$ cat config.mk
export PLATFORM = sky130hd
export DESIGN_NAME = gate_reduce_stream
export DESIGN_NICKNAME = d
export VERILOG_FILES = /design/src/rtl/gate_reduce_stream.sv
export SDC_FILE = /design/constraint.sdc
export NUM_CORES = 1
export LEC_CHECK = 0
export CORE_ASPECT_RATIO = 2
export CORE_UTILIZATION = 35
export DETAILED_ROUTE_END_ITERATION = 7
export PLACE_DENSITY = 0.66
export SLEW_MARGIN = 10
export SYNTH_ARGS = -nofsm -noshare
export SYNTH_HDL_FRONTEND = slang
export SYNTH_SLANG_ARGS = --single-unit
$ cat constraint.sdc
create_clock -name clk -period 3.7 [get_ports clk]
set_input_delay 0.555 -clock clk [delete_from_list [all_inputs] [get_ports clk]]
set_output_delay 0.555 -clock clk [all_outputs]
set_load 0.005 [all_outputs]
$ cat src/rtl/gate_reduce_stream.sv
// Streaming gate reducer: folds a run-time number of WIDTH-bit operands through
// a selectable bitwise gate and returns one registered result per command.
module gate_reduce_stream #(
  parameter int unsigned WIDTH     = 8,
  parameter int unsigned MAX_ARITY = 16,
  parameter int unsigned CNT_W     = 5
) (
  input  logic             clk,
  input  logic             rst_n,
  input  logic             start_valid,
  output logic             start_ready,
  input  logic [2:0]       op,
  input  logic [CNT_W-1:0] arity,
  input  logic             in_valid,
  output logic             in_ready,
  input  logic [WIDTH-1:0] in_data,
  output logic             out_valid,
  input  logic             out_ready,
  output logic [WIDTH-1:0] out_data,
  output logic             out_err
);

  localparam logic [2:0] OP_AND  = 3'd0;
  localparam logic [2:0] OP_OR   = 3'd1;
  localparam logic [2:0] OP_XOR  = 3'd2;
  localparam logic [2:0] OP_NAND = 3'd3;
  localparam logic [2:0] OP_NOR  = 3'd4;
  localparam logic [2:0] OP_XNOR = 3'd5;
  localparam logic [2:0] OP_BUF  = 3'd6;
  localparam logic [2:0] OP_NOT  = 3'd7;

  localparam logic [CNT_W-1:0] MAX_A = CNT_W'(MAX_ARITY);
  localparam logic [CNT_W-1:0] ONE   = CNT_W'(1);

  typedef enum logic [1:0] {
    IDLE  = 2'd0,
    ACCUM = 2'd1,
    DONE  = 2'd2
  } state_t;

  state_t           state_q, state_nx;
  logic [2:0]       op_q, op_nx;
  logic [CNT_W-1:0] arity_q, arity_nx;
  logic [CNT_W-1:0] count_q, count_nx;
  logic [WIDTH-1:0] acc_q, acc_nx;
  logic [WIDTH-1:0] out_data_q, out_data_nx;
  logic             out_err_q, out_err_nx;
  logic             illegal_c;
  logic             invert_c;
  logic [WIDTH-1:0] folded_c;

  // Handshake flags depend on state only, so no input-to-ready path exists
  assign start_ready = (state_q == IDLE);
  assign in_ready    = (state_q == ACCUM);
  assign out_valid   = (state_q == DONE);
  assign out_data    = out_data_q;
  assign out_err     = out_err_q;

  assign illegal_c = (arity == '0) || (arity > MAX_A) ||
                     (((op == OP_BUF) || (op == OP_NOT)) && (arity != ONE));

  assign invert_c = (op_q == OP_NAND) || (op_q == OP_NOR) ||
                    (op_q == OP_XNOR) || (op_q == OP_NOT);

  // Base gate for the latched op; the inverting variants share the base fold
  always_comb begin
    folded_c = in_data;
    if (count_q != '0) begin
      case (op_q)
        OP_AND, OP_NAND: folded_c = acc_q & in_data;
        OP_OR,  OP_NOR:  folded_c = acc_q | in_data;
        OP_XOR, OP_XNOR: folded_c = acc_q ^ in_data;
        default:         folded_c = in_data;
      endcase
    end
  end

  always_comb begin
    state_nx    = state_q;
    op_nx       = op_q;
    arity_nx    = arity_q;
    count_nx    = count_q;
    acc_nx      = acc_q;
    out_data_nx = out_data_q;
    out_err_nx  = out_err_q;
    case (state_q)
      IDLE: begin
        if (start_valid) begin
          op_nx    = op;
          arity_nx = arity;
          count_nx = '0;
          if (illegal_c) begin
            state_nx    = DONE;
            out_data_nx = '0;
            out_err_nx  = 1'b1;
          end else begin
            state_nx = ACCUM;
          end
        end
      end
      ACCUM: begin
        if (in_valid) begin
          acc_nx   = folded_c;
          count_nx = count_q + ONE;
          if (count_q == (arity_q - ONE)) begin
            state_nx    = DONE;
            out_data_nx = invert_c ? ~folded_c : folded_c;
            out_err_nx  = 1'b0;
          end
        end
      end
      DONE: begin
        if (out_ready) state_nx = IDLE;
      end
      default: state_nx = IDLE;
    endcase
  end

  always_ff @(posedge clk or negedge rst_n) begin
    if (!rst_n) begin
      state_q    <= IDLE;
      op_q       <= '0;
      arity_q    <= '0;
      count_q    <= '0;
      acc_q      <= '0;
      out_data_q <= '0;
      out_err_q  <= 1'b0;
    end else begin
      state_q    <= state_nx;
      op_q       <= op_nx;
      arity_q    <= arity_nx;
      count_q    <= count_nx;
      acc_q      <= acc_nx;
      out_data_q <= out_data_nx;
      out_err_q  <= out_err_nx;
    end
  end

endmodule

==> results of run 1 <==
-- cell type report --
| type | count | area, µm² |
|---|---|---|
| clock buffer | 6 | 138.9 |
| clock inverter | 2 | 15.01 |
| fill | 724 | 3854 |
| inverter | 23 | 86.33 |
| multi-input combinational | 217 | 1529 |
| sequential | 32 | 800.8 |
| tap | 90 | 112.6 |
| timing repair buffer | 36 | 350.3 |
-- cell usage after synthesis, types with 4 or more instances --
cell type	count	area share, %
a21oi_1	10	2.0
a311oi_1	6	2.1
and2_1	4	1.0
buf_2	5	1.0
clkbuf_1	7	1.1
dfrtp_1	32	32
ha_1	19	9.5
inv_1	23	3.5
mux2i_1	10	4.0
nand2_1	42	6.3
nand2b_1	12	3.0
nand3_1	5	1.0
nor2_1	13	2.0
nor2b_1	9	2.3
nor4bb_1	4	1.6
o211ai_1	5	1.5
o21ai_0	17	3.4
o221ai_1	4	1.4
o311ai_0	4	1.4
xnor2_1	11	3.9
xor2_1	5	1.8
-- cell usage in the layout, fill, tap and decap left out, drive strengths merged, types with 2 or more instances in the layout --
master / Yosys / final
nor3: 2 / 2
a311oi: 6 / 6
mux2i: 11 / 11
and2: 5 / 5
and3: 2 / 2
o211ai: 5 / 5
o21ai: 17 / 17
a22o: 2 / 2
mux2: 3 / 3
a211o: 2 / 2
a21oi: 10 / 10
nand3: 5 / 5
o311a: 3 / 3
ha: 19 / 19
nand2b: 12 / 12
inv: 23 / 23
xnor2: 11 / 11
clkdlybuf4s50: 0 / 32
nor4bb: 4 / 4
nand4: 2 / 2
o221ai: 4 / 4
clkbuf: 7 / 6
xor2: 5 / 5
a41oi: 2 / 2
nand3b: 2 / 2
nor2: 13 / 13
a31oi: 3 / 3
dfrtp: 32 / 32
o311ai: 4 / 4
clkinvlp: 0 / 2
nand2: 42 / 42
buf: 8 / 4
nor2b: 9 / 9
-- registers in the layout, summed over array words and instances, names as in the netlist --
signal and count:
acc_q 8, out_data 8, arity_q 5, count_q 5, op_q 3, state_q 2
out_err 1
-- through the flow --
stage	util (%)	area, µm²	worst slack (ns)	cells	hold WS (ns)
2_1_floorplan	-	2494	1.747	287	0.2594
3_3_place_gp	41.81	2879	1.031	398	0.4867
3_5_place_dp	41.81	2879	0.9916	398	0.4986
4_1_cts	44.04	3033	1.305	406	0.5109
5_1_grt	44.04	3033	1.087	406	0.5489
6_report	44.04	3033	1.332	406	0.5030
-- worst max-delay path: stages --
cell and delay [ns]:
clkdlybuf4s50_1 0.52, inv_1 0.06, ha_1 0.30, nor4bb_1 0.14
a31o_2 0.24, o32a_2 0.38, xnor2_1 0.23, mux2i_1 0.10
-- power groups by stage --
stage	Sequential [mW]	Clock (mW)	Combinational, mW
6_report	0.653	0.431	1.36
2_1_floorplan	0.563	0	1.09
3_3_place_gp	0.653	0	1.34
5_1_grt	0.683	0.457	1.54
4_1_cts	0.652	0.444	1.37
3_5_place_dp	0.657	0	1.36
-- kinds of logic after synthesis --
| logic type | after synthesis | share of synthesized area, % |
|---|---|---|
| fa+ha+maj | 19 | 9.533 |
| compound gates | 65 | 18.87 |
| mux | 14 | 5.921 |
| flops | 32 | 32.11 |
| buf+inv | 38 | 6.573 |
| xor+xnor | 16 | 5.619 |
| simple gates | 103 | 21.37 |
-- routing by layer --
metal	routed length [µm]	vias to the layer above	GRT usage (%)
li1	-	1070	-
met4	251	0	12.08
met1	2311	1026	21.58
met3	227	16	3.092
met2	3194	51	30.44
met5	0	-	0
-- final timing paths --
| path | start | endpoint | slack, ns |
|---|---|---|---|
| max | in_data[0] | out_data[0] | 1.33 |
| min | arity_q[4] | arity_q[4] | 0.50 |
| max reg2reg | op_q[0] | out_data[5] | 1.38 |
| min reg2reg | arity_q[4] | arity_q[4] | 0.50 |
| max in group asynchronous | rst_n | arity_q[0] | 2.71 |
| min in group asynchronous | rst_n | acc_q[1] | 0.67 |
==> results.md, run 1 <==
- CTS built an H-tree with a depth of 2.
- In this run the mean area of a mapped cell was 8.689 µm².
- From synthesis to final layout, the design area changed by 21.63%.
- The worst supply voltage drop on vdd is around 0.54 mV.
- The detailed-router iteration count before antenna repair is 4.
- The number of failing hold endpoints at the final stage is 0.
- The maximum clock skew at final layout is between 0.007 and 0.008 ns.
- Max-cap violations in this run came to 0.
- Of the available clock period, the critical path in the final layout requires between 60% and 70%.
- Combinational logic is responsible for between 50 and 60% of the overall power.
- The number of enable-type register cells in the synthesized netlist is 0.
- Global routing used between 10% and 20% of the available tracks across all layers.
- Pin placement for this block handled 33 I/O pins.
- In this run the tool buffered the top-level ports with 32 buffer cells.
- The cell count of the worst reg-to-reg path is 6.
- In this run the power spent charging and discharging nets is 1.071 mW.
- The share of total power dissipated in sequential elements is between 20% and 30%.
- Of the cells placed in the final design, the portion with a size suffix greater than 1 is 7.278%.
- For this run, the leading register cell type out of synthesis is dfrtp_1.
- The DRC violation count after routing is 0.
- The min-delay analysis places its worst path in the category reg -> reg.
- The data required time of the critical path is between 3 and 4 ns.
- The maximum count of clock buffers along a single path is 2.
- Setup total negative slack on the finished layout was measured at 0 ns.
- The wire length after detailed routing is about 6000 µm.
- The average vias per placed instance is 5.328.
- The type of element launching the critical path is an input port.
- Counting every net in the synthesized netlist gives about 330.
- The site row count is 43.
- Summing internal, switching and leakage power gives 2.446 mW.
- The post-CTS clock slew at the launch and capture registers of the worst setup and hold paths is 0.05 ns.
- The worst-margin pin slew is 0.7567 ns.
- The synthesized netlist occupies a cell area of roughly 2500 µm².
- The critical setup path kind is in -> reg.
- The clock tree from TritonCTS is done.
- The die outline area is 7487 µm².
- The repair_antennas step left the layout with diodes totalling 0.
- Clock latency on the worst-skew pair, taken at its later pin, is 0.29 ns.
- The final HPWL from detailed placement is 4495 µm.
- The post-detailed-route count of antenna-violating nets is 0.
- The routed layout has 2163 vias.
- Data arrives at the worst endpoint at ~2.5 ns.
- The category of the worst setup path capture point is a register.
- Setup repair after global routing left no endpoint under its margin.
- Once the floorplan was initialized, standard cells occupied between 30% and 40% of the core.
- The max-slew headroom at the worst pin is between 40% and 50%.
- Counting the buffers created by CTS gives 5.
- Setup violations remaining at the end of the flow were counted as 0.
- The design internal power is approximately 1.4 mW.
- The async set-reset flop share out of synthesis is 100.0%.
- Synthesis produced between 200 and 300 cells.
- The final count of pins violating max slew is 0.
- The power density over the cells is 806.6 nW/µm².
- The portion of the post-synthesis area used by sequential elements is 32.11%.
- The net switching fraction of the power is 43.80%.
- Hold repair after CTS inserted 0 buffers.
- The largest net degree at the start of global routing is 33.
- Once the clock tree was built, the setup fixing pass inserted 0 buffers.
- The number of global-route vias before repair is between 2000 and 2500.
- The highest achievable clock rate is 0.4223 GHz.
- For this design, the sink count on the clock tree is 32.
- The vertical extent of the die is 121.4 µm.
- The clock network power share is 17.6%.
- The iteration-0 DRC count of the detailed router is 55.
- The initial antenna violation count is 0.
- The routed design could run at a clock period as short as 2.368 ns.
- The root buffer selected by CTS is clkbuf_16.
- The first global-routing pass estimated 10290 µm of wire.
- In the final routed layout, each cell accounts on average for roughly 15 µm.
- The routability congestion estimate from global placement is about 0.81.
- The flow ran to the end, and the final reports show no timing, DRC or antenna violations.
- The final layout contains 355 nets.
- The core region is about 6900 µm².
- The horizontal extent of the die is approximately 62 µm.
- Global routing finished with a remaining overflow of 0.
- The number of flip-flops and latches in the synthesized netlist is 32.
- The quantity of gates resized following cts is 0.
- In this run, distinct cell masters in the synthesized netlist total ~50.
- The worst hold path was traced through 2 stages.
- For this design the static power due to leakage is ~1.3 nW.
- The number of warning messages in the yosys log is 0.
- In this run the worst path has a maximum fanout of 3.
(Power assumes the default switching activity.)
==> run 2, diff against run 1 <==
- clock period: 3.7 -> 2.44 ns (I/O delays scaled with it)
==> run 2 against run 1 <==
Via count grew 2.4%. Wire length grew 4.2%. Cell count grew 2.5%. Design area grew 2.7%. Register-to-register slack lost 1.1 ns. Total power grew 57%. Flip-flop and latch count is the same. Sequential share of layout area shrank 0.69 points. Sequential power grew 41%. Core utilization grew 1.2 points. Critical path type is now reg -> reg. Die area is the same.
==> results.md, run 2 (synthesis gave the netlist of run 1 again) <==
- The average wire per standard cell is 14.99 µm (was 14.74 µm).
- The global routing's busiest layer is met2 (unchanged).
- Commonest cells after routing, fill and taps aside: nand2_1, dfrtp_1, clkdlybuf4s50_1 (unchanged).
- The register-to-register path setup slack is 0.26 ns (was 1.38 ns).
- The max-cap check violation count came to 0 (unchanged).
- The data arrival time of the critical path is 2.33 ns (was 2.53 ns).
- The horizontal extent of the die is 61.69 µm (unchanged).
- The standard cell area after detailed placement is 2962 µm² (was 2879 µm²).
- The vertical extent of the die is 121.4 µm (unchanged).
- The iteration-0 DRC count of the detailed router came to 59 (was 55).
- The routability congestion estimate from global placement is 0.8606 (was 0.8061).
- The total number of clock tree sinks is 32 (unchanged).
- The met1 usage was 20.74% (was 21.58%).
- The placeable core area is 6887 µm² (unchanged).
- The quantity of gates resized following cts is 0 (unchanged).
- The initial antenna violation count is 0 (unchanged).
- The maximum clock skew at final layout is 0.002065 ns (was 0.007950 ns).
- The largest net degree at the start of global routing is 33 (unchanged).
- The H-tree depth is 2 (unchanged).
- The reported leakage power came to 1.392 nW (was 1.332 nW).
- The cell count of the worst reg-to-reg path was 7 (was 6).
- The peak fanout along the critical path is 15 (was 3).
- The DRC violation count after routing is 0 (unchanged).
- The worst min-delay path class is in -> async (was reg -> reg).
- The most common cell after layout, fill and taps aside is nand2_1 (unchanged).
- The number of setup violations in the final report is 0 (unchanged).
- The site row count came to 43 (unchanged).
- The final HPWL from detailed placement is 4680 µm (was 4495 µm).
- The clock tree from TritonCTS is done (unchanged).
- The final count of pins violating max slew is 0 (unchanged).
- The signed area change from the synthesized netlist to the final layout is 24.89% (was 21.63%).
- The worst supply voltage drop on vdd is 0.7871 mV (was 0.5393 mV).
- The wire length after detailed routing is 6234 µm (was 5984 µm).
- The post-detailed-route count of antenna-violating nets was 0 (unchanged).
- The fraction of met3 tracks used by global routing came to 2.239% (was 3.092%).
- The TritonCTS buffer count is 5 (unchanged).
- The type of element launching the critical path is a register (was input port).
- Timing would allow up to 0.4579 GHz.
- The maximum count of clock buffers along a single path came to 2 (unchanged).
- The worst hold slack came to 0.4872 ns (was 0.5030 ns).
- The cell count after placement is 409 (was 398).
- The die outline area was 7487 µm² (unchanged).
- The post-layout net count is 366 (was 355).
- The startpoint of the lowest-slack register-to-register path is count_q[0] (was op_q[0]).
- Run status: finished clean (unchanged).
- Setup repair after global routing missed its margin: no (unchanged).
- The count of antenna diodes in the layout is 0 (unchanged).
- The max-slew headroom at the worst pin is 65.40% (was 49.55%).
- The count of input and output buffers is 32 (unchanged).
- The destination of the worst register-to-register timing path is out_data[6] (was out_data[5]).
- The post-CTS clock slew at the launch and capture registers of the worst setup and hold paths is 0.05 ns (about the same).
- The wire length of the first global-routing pass is 10490 µm (was 10290 µm).
- The power density over the cells was 1231 nW/µm² (was 806.6 nW/µm²).
- The post-route cell area is 3114 µm² (was 3033 µm²).
- The total global routing overflow is 0 (unchanged).
- The via count of the routed design is 2215 (was 2163).
- The aggregate global-route resource usage was 19.16% (was 18.72%).
- The root buffer selected by CTS is clkbuf_16 (unchanged).
- The number of failing hold endpoints at the final stage was 0 (unchanged).
- The detailed-router iteration count before antenna repair was 4 (unchanged).
- The data required time of the critical path was 2.59 ns (was 3.86 ns).
- The average vias per placed instance is 5.325 (was 5.328).
- The final sum of negative setup slack is 0 ns (unchanged).
- The post-layout minimum cycle time is 2.184 ns.
- The total of hold buffers inserted after clock tree synthesis was 0 (unchanged).
- The final cell count without fillers is 416 (was 406).
- The number of primary I/O pins is 33 (unchanged).
- The setup fix buffers added after clock tree synthesis came to 0 (unchanged).
- The effective utilization at floorplan is 36.21% (unchanged).
- The worst-margin pin slew was 0.5124 ns (was 0.7567 ns).
- The category of the worst setup path capture point is a register (unchanged).
- The share of final-layout standard cells stronger than drive strength 1 is 10.12% (was 7.278%).
- The met2 routing resource usage after global routing is 34.27% (was 30.44%).
- The critical setup path kind was reg -> reg (was in -> reg).
- The number of global-route vias before repair is 2252 (was 2125).
- The final period utilization is 89.50%.
- The clock insertion delay at the later pin of the skew report is 0.28 ns (was 0.29 ns).
run 2: cell count changes in the layout (fill, tap and decap cells not counted):
cell        change
buf_4          +11
clkbuf_8        +1
clkinvlp_4      -2
run 2: power by group:
part           total (mW)  leakage [nW]  switching, mW  internal [mW]
Combinational        2.26         0.905           1.22           1.04
Clock               0.654        0.0760          0.226          0.428
Sequential          0.920         0.411          0.190          0.730
run 2: how the worst max path moves through the flow:
stage / from / to / slack [ns]
finish: count_q[0] / out_data[6] / 0.26
global route: in_data[4] / out_data[4] / 0.1
CTS: count_q[0] / out_data[6] / 0.24
detailed placement: in_data[3] / out_data[3] / -0.02
global placement: in_data[3] / out_data[3] / -0.02
floorplan: count_q[0] / out_data[6] / 0.49
run 2: routing by layer:
metal  wire length, µm  part of all wire, %  vias to the layer above
li1                  -                    -                     1081
met1              2412                   39                     1078
met2              3440                   55                       43
met3               156                  2.5                       13
met4               225                  3.6                        0
met5                 0                    0                        -
run 2: per-stage QoR:
stage	setup WS, ns	utilization, %	total power [mW]
6_report	0.2561	45.22	3.834
5_1_grt	0.09811	45.22	4.137
4_1_cts	0.2385	45.22	3.857
3_5_place_dp	-0.02048	43.01	3.174
3_3_place_gp	-0.02027	43.01	3.125
2_1_floorplan	0.4867	-	2.511
run 2: critical path, stage by stage (launching register included):
cell     delay, ns
dfrtp_1       0.44
inv_1         0.09
ha_1          0.15
or4b_4        0.53
and2_4        0.26
a41oi_2       0.24
xnor2_1       0.22
mux2i_1       0.12
run 2: layout make-up:
cell class              count  area (µm²)
clock buffers               7       152.6
inverters                  23       86.33
multi-input cells         217        1529
repair buffers             47       432.9
well taps                  90       112.6
fillers                   720        3772
flip-flops and latches     32       800.8
==> run 3, diff against run 2 <==
- DONT_BUFFER_PORTS: not set -> 1
- PLACE_DENSITY: 0.66 -> 0.6
==> run 3 against run 2 <==
Critical path depth increased by 1. Register-to-register slack improved by 0.03 ns. Clock-buffer cell count decreased by 2. Critical path type unchanged. Design area fell by 9.4%. Die area unchanged. Hold slack lost 0.29 ns. Via count fell by 5.0%. Clock power is 9.8% higher. First-iteration DRC count grew 31%. Sequential share of layout area is 2.7 points higher. Core utilization fell by 4.3 points. Critical endpoint is now out_data[4]. Clock skew rose by 0.0037 ns.
==> results.md, run 3 (synthesis gave the netlist of run 1 again) <==
- The count of antenna diodes in the layout came to 0 (unchanged).
- The startpoint of the lowest-slack register-to-register path is arity_q[0] (was count_q[0]).
- The reported leakage power was 1.273 nW (was 1.392 nW).
- The aggregate global-route resource usage is 19.68% (was 19.16%).
- The data arrival time of the critical path was 2.30 ns (was 2.33 ns).
- The TritonCTS buffer count is 5 (unchanged).
- The logic depth of the worst path, buffers included was 8 (was 7).
- The DRC violation count after routing is 0 (unchanged).
- The placeable core area was 6887 µm² (unchanged).
- The data required time of the critical path is 2.59 ns (about the same).
- The count of input and output buffers came to 0 (was 32).
- The post-CTS clock slew at the launch and capture registers of the worst setup and hold paths was 0.06 ns (was 0.05 ns).
- The iteration-0 DRC count of the detailed router is 77 (was 59).
- The post-layout minimum cycle time came to 2.158 ns (was 2.184 ns).
- The category of the worst setup path capture point is a register (unchanged).
- The final count of pins violating max slew came to 0 (unchanged).
- The maximum count of clock buffers along a single path is 2 (unchanged).
- The worst min-delay path class is in -> reg (was in -> async).
- The most common cell after layout, fill and taps aside is nand2_1 (unchanged).
- The signed area change from the synthesized netlist to the final layout is 13.15% (was 24.89%).
- The critical path endpoint is out_data[4] (was out_data[6]).
- The average vias per placed instance is 5.493 (was 5.325).
- The number of global-route vias before repair is 2140 (was 2252).
- The cell class contributing the biggest share of worst-path delay is compound AO/OA/AOI/OAI gates (was simple AND/OR/NAND/NOR gates).
- The clock tree from TritonCTS was done (unchanged).
- The highest achievable clock rate is 0.4633 GHz (was 0.4579 GHz).
- The cell type of the slowest stage on the worst timing path is dfrtp_1 (was or4b_4).
- The number of primary I/O pins was 33 (unchanged).
- The effective utilization at floorplan came to 36.21% (unchanged).
- The startpoint of the worst setup timing path was arity_q[0] (was count_q[0]).
- The detailed-router iteration count before antenna repair is 6 (was 4).
- The type of element launching the critical path was a register (unchanged).
- The clock insertion delay at the later pin of the skew report is 0.28 ns (about the same).
- The register-to-register path setup slack is 0.28 ns (was 0.26 ns).
- The max-slew headroom at the worst pin is 64.34% (was 65.40%).
- The total number of clock tree sinks is 32 (unchanged).
- The wire length after detailed routing is 6584 µm (was 6234 µm).
- The H-tree depth is 2 (unchanged).
- The peak fanout along the critical path is 5 (was 15).
- Commonest cells after routing, fill and taps aside: nand2_1, dfrtp_1, inv_1 (was nand2_1, dfrtp_1, clkdlybuf4s50_1).
- The number of failing hold endpoints at the final stage came to 0 (unchanged).
- Run status: finished clean (unchanged).
- The number of buffer and inverter stages on the critical path came to 2 (was 1).
- The power density over the cells is 1328 nW/µm² (was 1231 nW/µm²).
- The cell count after placement came to 373 (was 409).
- The site row count is 43 (unchanged).
- The final HPWL from detailed placement is 5094 µm (was 4680 µm).
- The setup fix buffers added after clock tree synthesis was 0 (unchanged).
- The horizontal extent of the die is 61.69 µm (unchanged).
- The cell count of the worst reg-to-reg path was 8 (was 7).
- The total global routing overflow is 0 (unchanged).
- The routability congestion estimate from global placement is 0.8758 (was 0.8606).
- The root buffer selected by CTS is clkbuf_16 (unchanged).
- Setup repair after global routing missed its margin: no (unchanged).
- The final period utilization is 88.46% (was 89.50%).
- The vertical extent of the die is 121.4 µm (unchanged).
- The total of hold buffers inserted after clock tree synthesis is 2 (was 0).
- The worst supply voltage drop on vdd is 0.5831 mV (was 0.7871 mV).
- The final cell count without fillers is 383 (was 416).
- The count of fill cells added during filler insertion came to 740 (was 720).
- The post-detailed-route count of antenna-violating nets is 0 (unchanged).
- The peak per-stage delay on the critical path is 0.37 ns (was 0.53 ns).
- The final sum of negative setup slack is 0 ns (unchanged).
- The max-cap check violation count was 0 (unchanged).
- The number of setup violations in the final report is 0 (unchanged).
- The wire length of the first global-routing pass was 10560 µm (was 10490 µm).
- The critical setup path kind is reg -> reg (unchanged).
- The destination of the worst register-to-register timing path is out_data[4] (was out_data[6]).
- The average wire per standard cell is 17.19 µm (was 14.99 µm).
- The via count of the routed design was 2104 (was 2215).
- The share of final-layout standard cells stronger than drive strength 1 was 10.58% (was 10.12%).
- The initial antenna violation count was 0 (unchanged).
- The worst-margin pin slew is 0.5325 ns (was 0.5124 ns).
- The maximum clock skew at final layout is 0.005798 ns (was 0.002065 ns).
- The post-layout net count was 332 (was 366).
- The largest net degree at the start of global routing came to 34 (was 33).
- The quantity of gates resized following cts came to 0 (unchanged).
- The die outline area is 7487 µm² (unchanged).
- Critical Path, Cell by Cell: inv_1 > ha_1 > xor2_1 > o211ai_1 > a211oi_1 > o2111ai_1 > buf_4 > mux2i_1 (was inv_1 > ha_1 > or4b_4 > and2_4 > a41oi_2 > xnor2_1 > mux2i_1).
==> run 3: cell count changes in the layout (fill, tap and decap cells not counted), sizes merged <==
cell	change
dlygate4sd3	+1
clkdlybuf4s50	-32
bufinv	+1
clkinv	+1
clkinvlp	+1
clkbuf	-2
buf	-3
==> run 3: area by class of cell <==
class,instances,area [µm²],area share (%)
multi-input cells,217,1529,54.19
flip-flops and latches,32,800.8,28.38
clock buffers,5,125.1,4.435
repair buffers,13,125.1,4.435
well taps,90,112.6,3.991
inverters,23,86.33,3.060
clock inverters,3,42.54,1.508
==> run 3: per-stage QoR <==
| step | hold WS, ns | setup WS [ns] | total power [mW] | cell area [µm²] | util [%] |
|---|---|---|---|---|---|
| after CTS | 0.1861 | 0.2638 | 3.774 | 2821 | 40.97 |
| final | 0.1944 | 0.2816 | 3.746 | 2821 | 40.97 |
| after global placement | 0.07108 | 0.3394 | 2.975 | 2624 | 38.10 |
| after floorplan | 0.07041 | 0.4867 | 2.511 | 2494 | - |
| after global routing | 0.1935 | 0.06144 | 4.034 | 2821 | 40.97 |
| after detailed placement | 0.07098 | 0.2606 | 3.003 | 2624 | 38.10 |
==> run 3: how the worst min path moves through the flow <==
stage / from / endpoint / slack [ns] / cells after the start
6_report: arity[4] / arity_q[4] / 0.19 / 2
5_1_grt: arity[2] / arity_q[2] / 0.19 / 2
4_1_cts: arity[2] / arity_q[2] / 0.19 / 2
3_5_place_dp: rst_n / acc_q[5] / 0.07 / 0
3_3_place_gp: rst_n / acc_q[5] / 0.07 / 0
2_1_floorplan: rst_n / acc_q[0] / 0.07 / 0
==> run 3: worst register-to-register path, stage by stage (launching register included) <==
cell and delay, ns:
dfrtp_1 0.37, inv_1 0.07, ha_1 0.31, xor2_1 0.14, o211ai_1 0.10, a211oi_1 0.33
o2111ai_1 0.33, buf_4 0.28, mux2i_1 0.11
==> run 3: per-layer routing <==
| metal | share of wire, % | vias up | global-route usage [%] |
|---|---|---|---|
| met5 | 0 | - | 0 |
| met1 | 35 | 1016 | 19.66 |
| met2 | 58 | 47 | 36.49 |
| met3 | 3.6 | 17 | 3.625 |
| li1 | - | 1024 | - |
| met4 | 3.6 | 0 | 9.167 |
==> run 3: report_power, final <==
group | switching [mW] | internal, mW | leakage [nW]
logic | 1.16 | 0.911 | 0.782
clock network | 0.239 | 0.479 | 0.0798
registers | 0.232 | 0.729 | 0.411
